===== src/rtl/ps2_pkg.sv =====
// Shared constants and FSM encoding for the PS/2 scancode receiver.
package ps2_pkg;

    // Prefix bytes sent by the keyboard ahead of a scancode
    localparam logic [7:0] PS2_EXT   = 8'hE0;
    localparam logic [7:0] PS2_BRK   = 8'hF0;
    localparam logic [7:0] KEY_ENTER = 8'h5A;

    // Frame FSM encoding
    localparam logic [1:0] ST_IDLE   = 2'd0;
    localparam logic [1:0] ST_DATA   = 2'd1;
    localparam logic [1:0] ST_PARITY = 2'd2;
    localparam logic [1:0] ST_STOP   = 2'd3;

    typedef enum logic [1:0] {
        S_IDLE   = ST_IDLE,
        S_DATA   = ST_DATA,
        S_PARITY = ST_PARITY,
        S_STOP   = ST_STOP
    } state_e;

    // PS/2 uses odd parity over the eight data bits plus the parity bit
    function automatic logic odd_parity_ok(input logic [7:0] data, input logic par);
        return ^{data, par};
    endfunction

endpackage


===== src/rtl/ps2_scancode_rx_if.sv =====
// PS/2 line inputs and decoded key-event outputs of the scancode receiver.
interface ps2_scancode_rx_if;
    logic       ps2_clk;
    logic       ps2_dat;
    logic [7:0] ps2_key_data;
    logic       ps2_key_pressed;
    logic       key_make;
    logic       key_break;
    logic       key_extended;
    logic       frame_error;

    // Receiver side: samples the lines, drives the key events
    modport master (
        input  ps2_clk,
        input  ps2_dat,
        output ps2_key_data,
        output ps2_key_pressed,
        output key_make,
        output key_break,
        output key_extended,
        output frame_error
    );

    // Device/consumer side: drives the lines, observes the key events
    modport slave (
        output ps2_clk,
        output ps2_dat,
        input  ps2_key_data,
        input  ps2_key_pressed,
        input  key_make,
        input  key_break,
        input  key_extended,
        input  frame_error
    );
endinterface


===== src/rtl/ps2_line_filter.sv =====
// Synchroniser plus saturating deglitch filter for one raw PS/2 line.
// The filtered level only changes after FILTER_LEN consecutive opposite samples.
module ps2_line_filter #(
    parameter int FILTER_LEN = 8
) (
    input  logic clk,
    input  logic rst,
    input  logic line_i,
    output logic level_o,
    output logic fall_o
);
    localparam int CNT_W = $clog2(FILTER_LEN + 1);

    logic             sync1_q, sync1_d;
    logic             sync2_q, sync2_d;
    logic             level_q, level_d;
    logic             fall_q,  fall_d;
    logic [CNT_W-1:0] cnt_q,   cnt_d;

    // Count consecutive disagreeing samples; flip the level once the run is long enough
    always_comb begin
        sync1_d = line_i;
        sync2_d = sync1_q;
        level_d = level_q;
        cnt_d   = '0;
        if (sync2_q != level_q) begin
            if (cnt_q == CNT_W'(FILTER_LEN - 1)) begin
                level_d = sync2_q;
                cnt_d   = '0;
            end else begin
                cnt_d = cnt_q + 1'b1;
            end
        end
        fall_d = level_q & ~level_d;
    end

    // State registers; the bus idles high so everything resets to 1
    always_ff @(posedge clk) begin
        if (rst) begin
            sync1_q <= 1'b1;
            sync2_q <= 1'b1;
            level_q <= 1'b1;
            cnt_q   <= '0;
            fall_q  <= 1'b0;
        end else begin
            sync1_q <= sync1_d;
            sync2_q <= sync2_d;
            level_q <= level_d;
            cnt_q   <= cnt_d;
            fall_q  <= fall_d;
        end
    end

    assign level_o = level_q;
    assign fall_o  = fall_q;

endmodule


===== src/rtl/ps2_scancode_rx.sv =====
// Host-side PS/2 keyboard receiver: deserialises 11-bit frames, checks
// start/parity/stop, and decodes E0/F0 prefixes into make/break events.
module ps2_scancode_rx
    import ps2_pkg::*;
#(
    parameter int FILTER_LEN     = 8,
    parameter int TIMEOUT_CYCLES = 50000
) (
    input  logic               clk,
    input  logic               userquit,
    ps2_scancode_rx_if.master  bus
);
    localparam int TMO_W = $clog2(TIMEOUT_CYCLES + 1);

    logic clk_fall;
    logic dat_level;
    logic clk_level_unused;
    logic dat_fall_unused;

    ps2_line_filter #(.FILTER_LEN(FILTER_LEN)) u_clk_filter (
        .clk     (clk),
        .rst     (userquit),
        .line_i  (bus.ps2_clk),
        .level_o (clk_level_unused),
        .fall_o  (clk_fall)
    );

    ps2_line_filter #(.FILTER_LEN(FILTER_LEN)) u_dat_filter (
        .clk     (clk),
        .rst     (userquit),
        .line_i  (bus.ps2_dat),
        .level_o (dat_level),
        .fall_o  (dat_fall_unused)
    );

    state_e           state_q,    state_d;
    logic [2:0]       bit_cnt_q,  bit_cnt_d;
    logic [7:0]       shift_q,    shift_d;
    logic             parity_q,   parity_d;
    logic [TMO_W-1:0] tmo_q,      tmo_d;
    logic             ext_q,      ext_d;
    logic             brk_q,      brk_d;
    logic [7:0]       key_data_q, key_data_d;
    logic             pressed_q,  pressed_d;
    logic             make_q,     make_d;
    logic             break_q,    break_d;
    logic             extended_q, extended_d;
    logic             ferr_q,     ferr_d;

    // Frame FSM, timeout watchdog and prefix decode; strobes default low each cycle
    always_comb begin
        state_d    = state_q;
        bit_cnt_d  = bit_cnt_q;
        shift_d    = shift_q;
        parity_d   = parity_q;
        ext_d      = ext_q;
        brk_d      = brk_q;
        key_data_d = key_data_q;
        pressed_d  = 1'b0;
        make_d     = 1'b0;
        break_d    = 1'b0;
        extended_d = 1'b0;
        ferr_d     = 1'b0;

        if (state_q == S_IDLE || clk_fall) begin
            tmo_d = '0;
        end else begin
            tmo_d = tmo_q + 1'b1;
        end

        case (state_q)
            S_IDLE: begin
                if (clk_fall) begin
                    if (!dat_level) begin
                        state_d   = S_DATA;
                        bit_cnt_d = 3'd0;
                        shift_d   = 8'h00;
                    end else begin
                        ferr_d = 1'b1;
                    end
                end
            end
            S_DATA: begin
                if (clk_fall) begin
                    shift_d[bit_cnt_q] = dat_level;
                    if (bit_cnt_q == 3'd7) begin
                        state_d = S_PARITY;
                    end else begin
                        bit_cnt_d = bit_cnt_q + 3'd1;
                    end
                end
            end
            S_PARITY: begin
                if (clk_fall) begin
                    parity_d = dat_level;
                    state_d  = S_STOP;
                end
            end
            S_STOP: begin
                if (clk_fall) begin
                    state_d = S_IDLE;
                    if (dat_level && odd_parity_ok(shift_q, parity_q)) begin
                        key_data_d = shift_q;
                        pressed_d  = 1'b1;
                        if (shift_q == PS2_EXT) begin
                            ext_d = 1'b1;
                        end else if (shift_q == PS2_BRK) begin
                            brk_d = 1'b1;
                        end else begin
                            make_d     = ~brk_q;
                            break_d    = brk_q;
                            extended_d = ext_q;
                            ext_d      = 1'b0;
                            brk_d      = 1'b0;
                        end
                    end else begin
                        ferr_d = 1'b1;
                    end
                end
            end
            default: begin
                state_d = S_IDLE;
            end
        endcase

        // A stalled partial frame is abandoned; a falling edge in the same cycle takes priority
        if (!clk_fall && state_q != S_IDLE && tmo_q == TMO_W'(TIMEOUT_CYCLES - 1)) begin
            state_d   = S_IDLE;
            ferr_d    = 1'b1;
            ext_d     = 1'b0;
            brk_d     = 1'b0;
            shift_d   = 8'h00;
            bit_cnt_d = 3'd0;
            tmo_d     = '0;
        end
    end

    // State and output registers; userquit drops any partial frame
    always_ff @(posedge clk) begin
        if (userquit) begin
            state_q    <= S_IDLE;
            bit_cnt_q  <= 3'd0;
            shift_q    <= 8'h00;
            parity_q   <= 1'b0;
            tmo_q      <= '0;
            ext_q      <= 1'b0;
            brk_q      <= 1'b0;
            key_data_q <= 8'h00;
            pressed_q  <= 1'b0;
            make_q     <= 1'b0;
            break_q    <= 1'b0;
            extended_q <= 1'b0;
            ferr_q     <= 1'b0;
        end else begin
            state_q    <= state_d;
            bit_cnt_q  <= bit_cnt_d;
            shift_q    <= shift_d;
            parity_q   <= parity_d;
            tmo_q      <= tmo_d;
            ext_q      <= ext_d;
            brk_q      <= brk_d;
            key_data_q <= key_data_d;
            pressed_q  <= pressed_d;
            make_q     <= make_d;
            break_q    <= break_d;
            extended_q <= extended_d;
            ferr_q     <= ferr_d;
        end
    end

    assign bus.ps2_key_data    = key_data_q;
    assign bus.ps2_key_pressed = pressed_q;
    assign bus.key_make        = make_q;
    assign bus.key_break       = break_q;
    assign bus.key_extended    = extended_q;
    assign bus.frame_error     = ferr_q;

endmodule

===== src/flat_wrapper.sv =====
// flat-port wrapper written by rule: the top's interface ports become plain ports
module ps2_scancode_rx_flat import ps2_pkg::*;
#(
    parameter int FILTER_LEN     = 8,
    parameter int TIMEOUT_CYCLES = 50000
)
  (clk, userquit, bus_ps2_clk, bus_ps2_dat, bus_ps2_key_data, bus_ps2_key_pressed, bus_key_make, bus_key_break, bus_key_extended, bus_frame_error);
  ps2_scancode_rx_if bus_i ();
  input  logic clk;
  input  logic userquit;
  input wire logic [$bits(bus_i.ps2_clk)-1:0] bus_ps2_clk;
  input wire logic [$bits(bus_i.ps2_dat)-1:0] bus_ps2_dat;
  output wire logic [$bits(bus_i.ps2_key_data)-1:0] bus_ps2_key_data;
  output wire logic [$bits(bus_i.ps2_key_pressed)-1:0] bus_ps2_key_pressed;
  output wire logic [$bits(bus_i.key_make)-1:0] bus_key_make;
  output wire logic [$bits(bus_i.key_break)-1:0] bus_key_break;
  output wire logic [$bits(bus_i.key_extended)-1:0] bus_key_extended;
  output wire logic [$bits(bus_i.frame_error)-1:0] bus_frame_error;
  assign bus_i.ps2_clk = bus_ps2_clk;
  assign bus_i.ps2_dat = bus_ps2_dat;
  assign bus_ps2_key_data = bus_i.ps2_key_data;
  assign bus_ps2_key_pressed = bus_i.ps2_key_pressed;
  assign bus_key_make = bus_i.key_make;
  assign bus_key_break = bus_i.key_break;
  assign bus_key_extended = bus_i.key_extended;
  assign bus_frame_error = bus_i.frame_error;
  ps2_scancode_rx #(.FILTER_LEN(FILTER_LEN), .TIMEOUT_CYCLES(TIMEOUT_CYCLES)) u_core (.clk(clk), .userquit(userquit), .bus(bus_i));
endmodule

===== config.mk =====
export PLATFORM = sky130hd
export DESIGN_NAME = ps2_scancode_rx_flat
export DESIGN_NICKNAME = d
export VERILOG_FILES = /design/src/rtl/ps2_pkg.sv /design/src/rtl/ps2_scancode_rx_if.sv /design/src/rtl/ps2_line_filter.sv /design/src/rtl/ps2_scancode_rx.sv /design/src/flat_wrapper.sv
export SDC_FILE = /design/constraint.sdc
export NUM_CORES = 1
export LEC_CHECK = 0
export CAP_MARGIN = 30
export CELL_PAD_IN_SITES_DETAIL_PLACEMENT = 0
export CELL_PAD_IN_SITES_GLOBAL_PLACEMENT = 1
export CORE_MARGIN = 1.5
export CORE_UTILIZATION = 45
export DETAILED_ROUTE_END_ITERATION = 8
export GPL_TIMING_DRIVEN = 0
export PLACE_DENSITY_LB_ADDON = 0.1
export SETUP_SLACK_MARGIN = 0.05
export SLEW_MARGIN = 25
export SYNTH_ARGS = -nofsm -noshare
export SYNTH_HDL_FRONTEND = slang
export SYNTH_SLANG_ARGS = --single-unit

===== constraint.sdc =====
create_clock -name clk -period 2.7 [get_ports clk]
set_input_delay 0.81 -clock clk [delete_from_list [all_inputs] [get_ports clk]]
set_output_delay 0.81 -clock clk [all_outputs]
set_load 0.1 [all_outputs]

==> results.ini <==
[logic_synthesis]
mappedNetlistNets=311
synth_cell_types=47
netlist.area_leader.share_pct=44.3
synth_commonest_cells=dfxtp_1 (60), nor2_1 (38), nand2_1 (32)
seq_area_frac_synth_pct=44.3
synth_top_area_cell=dfxtp_1
synth.area.top_cells=dfxtp_1 (44%), xnor2_1 (6.5%), nor2_1 (5.3%)
synth_area_sq_um=2710
yosys_warnings=0
ys_seq_elements=60
post-synth-top-count-cell=dfxtp_1
synth_edf_count=0
synth-main-ff-cell=dfxtp_1
avgSynthCellArea_sq_um=9.12
synthArstFlopShare_pct=0
synth_cells=297

[sta]
fin_setup_tns_ns=0
fin_crit_ns=2.61
rsz0062_at_grt=false
slew_viol_final=0
fmax_ghz=0.384
post-route-period-util_pct=96.5
finalClockSkew_ns=0.00889
tightest_slew_ns=0.963
fin_hold_ws_ns=0.414
relSlewSlack_pct=35.6
hold_viol=0
setup_viol=0

[power_and_ir_drop]
clock_power_share_pct=46.2
irDropWorstVdd_v=0.000264
comb_power_share_pct=1.5
p_total_uw=1700
power_density_nw_per_um2=535
swShare_pct=22.4
p_leak_uw=0.00124
internal_power_uw=1320
seq_power_share_pct=52.3
p_sw_uw=381

[clock_network]
cts_resized=0
clockRootBuffer=clkbuf_8
cts.sinks=60
numCtsBuffers=9
cts_setup_buffers=0
clock_latency_ns=0.34
cts_buffer_depth=2
cts_hold_buffers=0
cts_tree=built
cts.htree.levels=3
clk_pin_slew_ns=0.07

[place]
place.gp.congestion=0.851
port_buffers=16
dp_hpwl_mm=3.59
dp_cells=388
dpl_cell_area_sq_um=2960

[final_layout]
design_area_sq_um=3180
areaGrowthSynthToFinish_pct=17.3
final_cells=404
nets=338
n_antenna_cell=0
drive_gt1_share_pct=9.73

[worst_setup_path]
path_delay_family=buffers and inverters
worst-endpoint-required_ns=1.89
reg2reg_slack_ns=0.26
critPathLaunchType=register
max_stage_delay_ns=1.13
crit_chain=clkdlybuf4s50_1
crit_buf_inv=1
crit_fanout=1
crit_path_end_kind=output port
crit_slowest_cell=clkdlybuf4s50_1
worstSetupPathType=reg -> out
crit_arrival_ns=1.80

[global_routing]
grt_use_total_pct=17.7
grt_pass1_vias=1873
grt_pass1_wl_mm=8.67
overflow=0
antenna_found_initial=0
grt_max_degree=12

[routing]
drc=0
antenna_left=0
wl_per_cell_um=12.5
detail_route.iter0.violations=85
wirelength_mm=5.04
via_count=2016
firstDrtPassIters=4
avgViaCountPerCell=4.99

[floorplanning]
core_area_sq_um=5850
die_x_um=80.6
dieArea_sq_um=6500
initial_utilization_pct=46.3
num_rows=28
ios=17
die_h_um=80.6

[outcome]
outcome=finished, final reports clean

[job]
maxCapViolations=0

[worst_hold_path]
hold_class=reg -> reg

## layout by cell type (no fill, tap or decap), types with 3 or more instances in the layout
cell type,n
a21oi_1,14
and3_1,3
and4_2,3
clkbuf_1,7
clkbuf_8,9
clkdlybuf4s50_1,9
clkinvlp_4,4
dfxtp_1,60
dlymetal6s2s_1,7
ha_1,10
inv_1,11
mux2i_1,14
nand2_1,32
nand3_1,11
nand4_1,4
nor2_1,38
nor2b_1,4
nor3_1,8
nor4_1,6
o21ai_0,8
or2_2,5
xnor2_1,20
xor2_1,4
## cell type report
cell class                      instances  area, sq um
Sequential cell                        60         1200
Timing Repair Buffer                   16          178
Fill cell                             558         2670
Buffer                                  9         48.8
Clock buffer                           10          128
Inverter                               12         45.0
Tap cell                               75         93.8
Clock inverter                          6         65.1
Multi-Input combinational cell        216         1420
## worst paths after layout
check                                                 start                          end  depth (start not counted)
worst max-delay path                 u_core.bus.frame_error              bus_frame_error                          1
worst min-delay path            u_core.u_clk_filter.sync1_q  u_core.u_clk_filter.sync2_q                          1
worst max register to register            u_core.state_q[0]            u_core.shift_q[5]                          7
worst min register to register  u_core.u_clk_filter.sync1_q  u_core.u_clk_filter.sync2_q                          1
## per-layer routing
layer	global-route usage (%)	wire, um	up-vias
met2	24.6	1930	26
met1	24.5	2830	900
li1	-	-	1077
met5	0	0	-
met3	5.45	169	13
met4	8.79	111	0
## logic make-up (layout without fill, tap and decap cells)
| kind of cell | count (synthesis) | after routing | share of synthesized area [%] |
|---|---|---|---|
| and+or+nand+nor | 127 | 127 | 23.1 |
| DFF | 60 | 60 | 44.3 |
| AOI/OAI and AO/OA | 37 | 37 | 8.45 |
| xor gates and xnor gates | 27 | 27 | 10.3 |
| buffers and inverters | 21 | 53 | 3.46 |
| muxes | 15 | 15 | 5.72 |
| adders and majority gates | 10 | 10 | 4.62 |
## through the flow
stage	worst slack (ns)	util [%]
final	0.0939	54.3
after global placement	0.164	50.7
after CTS	0.0603	54.0
after detailed placement	0.145	50.7
after global routing	0.0513	54.3
after floorplan	0.497	-
## power groups by stage
stage	Clock (uW)	Combinational [uW]	Sequential, uW
floorplan	0	14.5	910
global placement	0	25.2	910
detailed placement	0	25.2	910
CTS	810	25.3	890
global route	852	28.1	890
finish	787	25.0	890
## state kept, by name, indices dropped and copies added, names as in the netlist, 2 cells and up
register and count:
u_core.tmo_q 16, u_core.u_clk_filter.cnt_q 4, u_core.bit_cnt_q 3, u_core.u_dat_filter.cnt_q 4
u_core.shift_q 8, u_core.bus.ps2_key_data 8, u_core.state_q 2
Note: power is estimated with default switching activity, not from simulation.
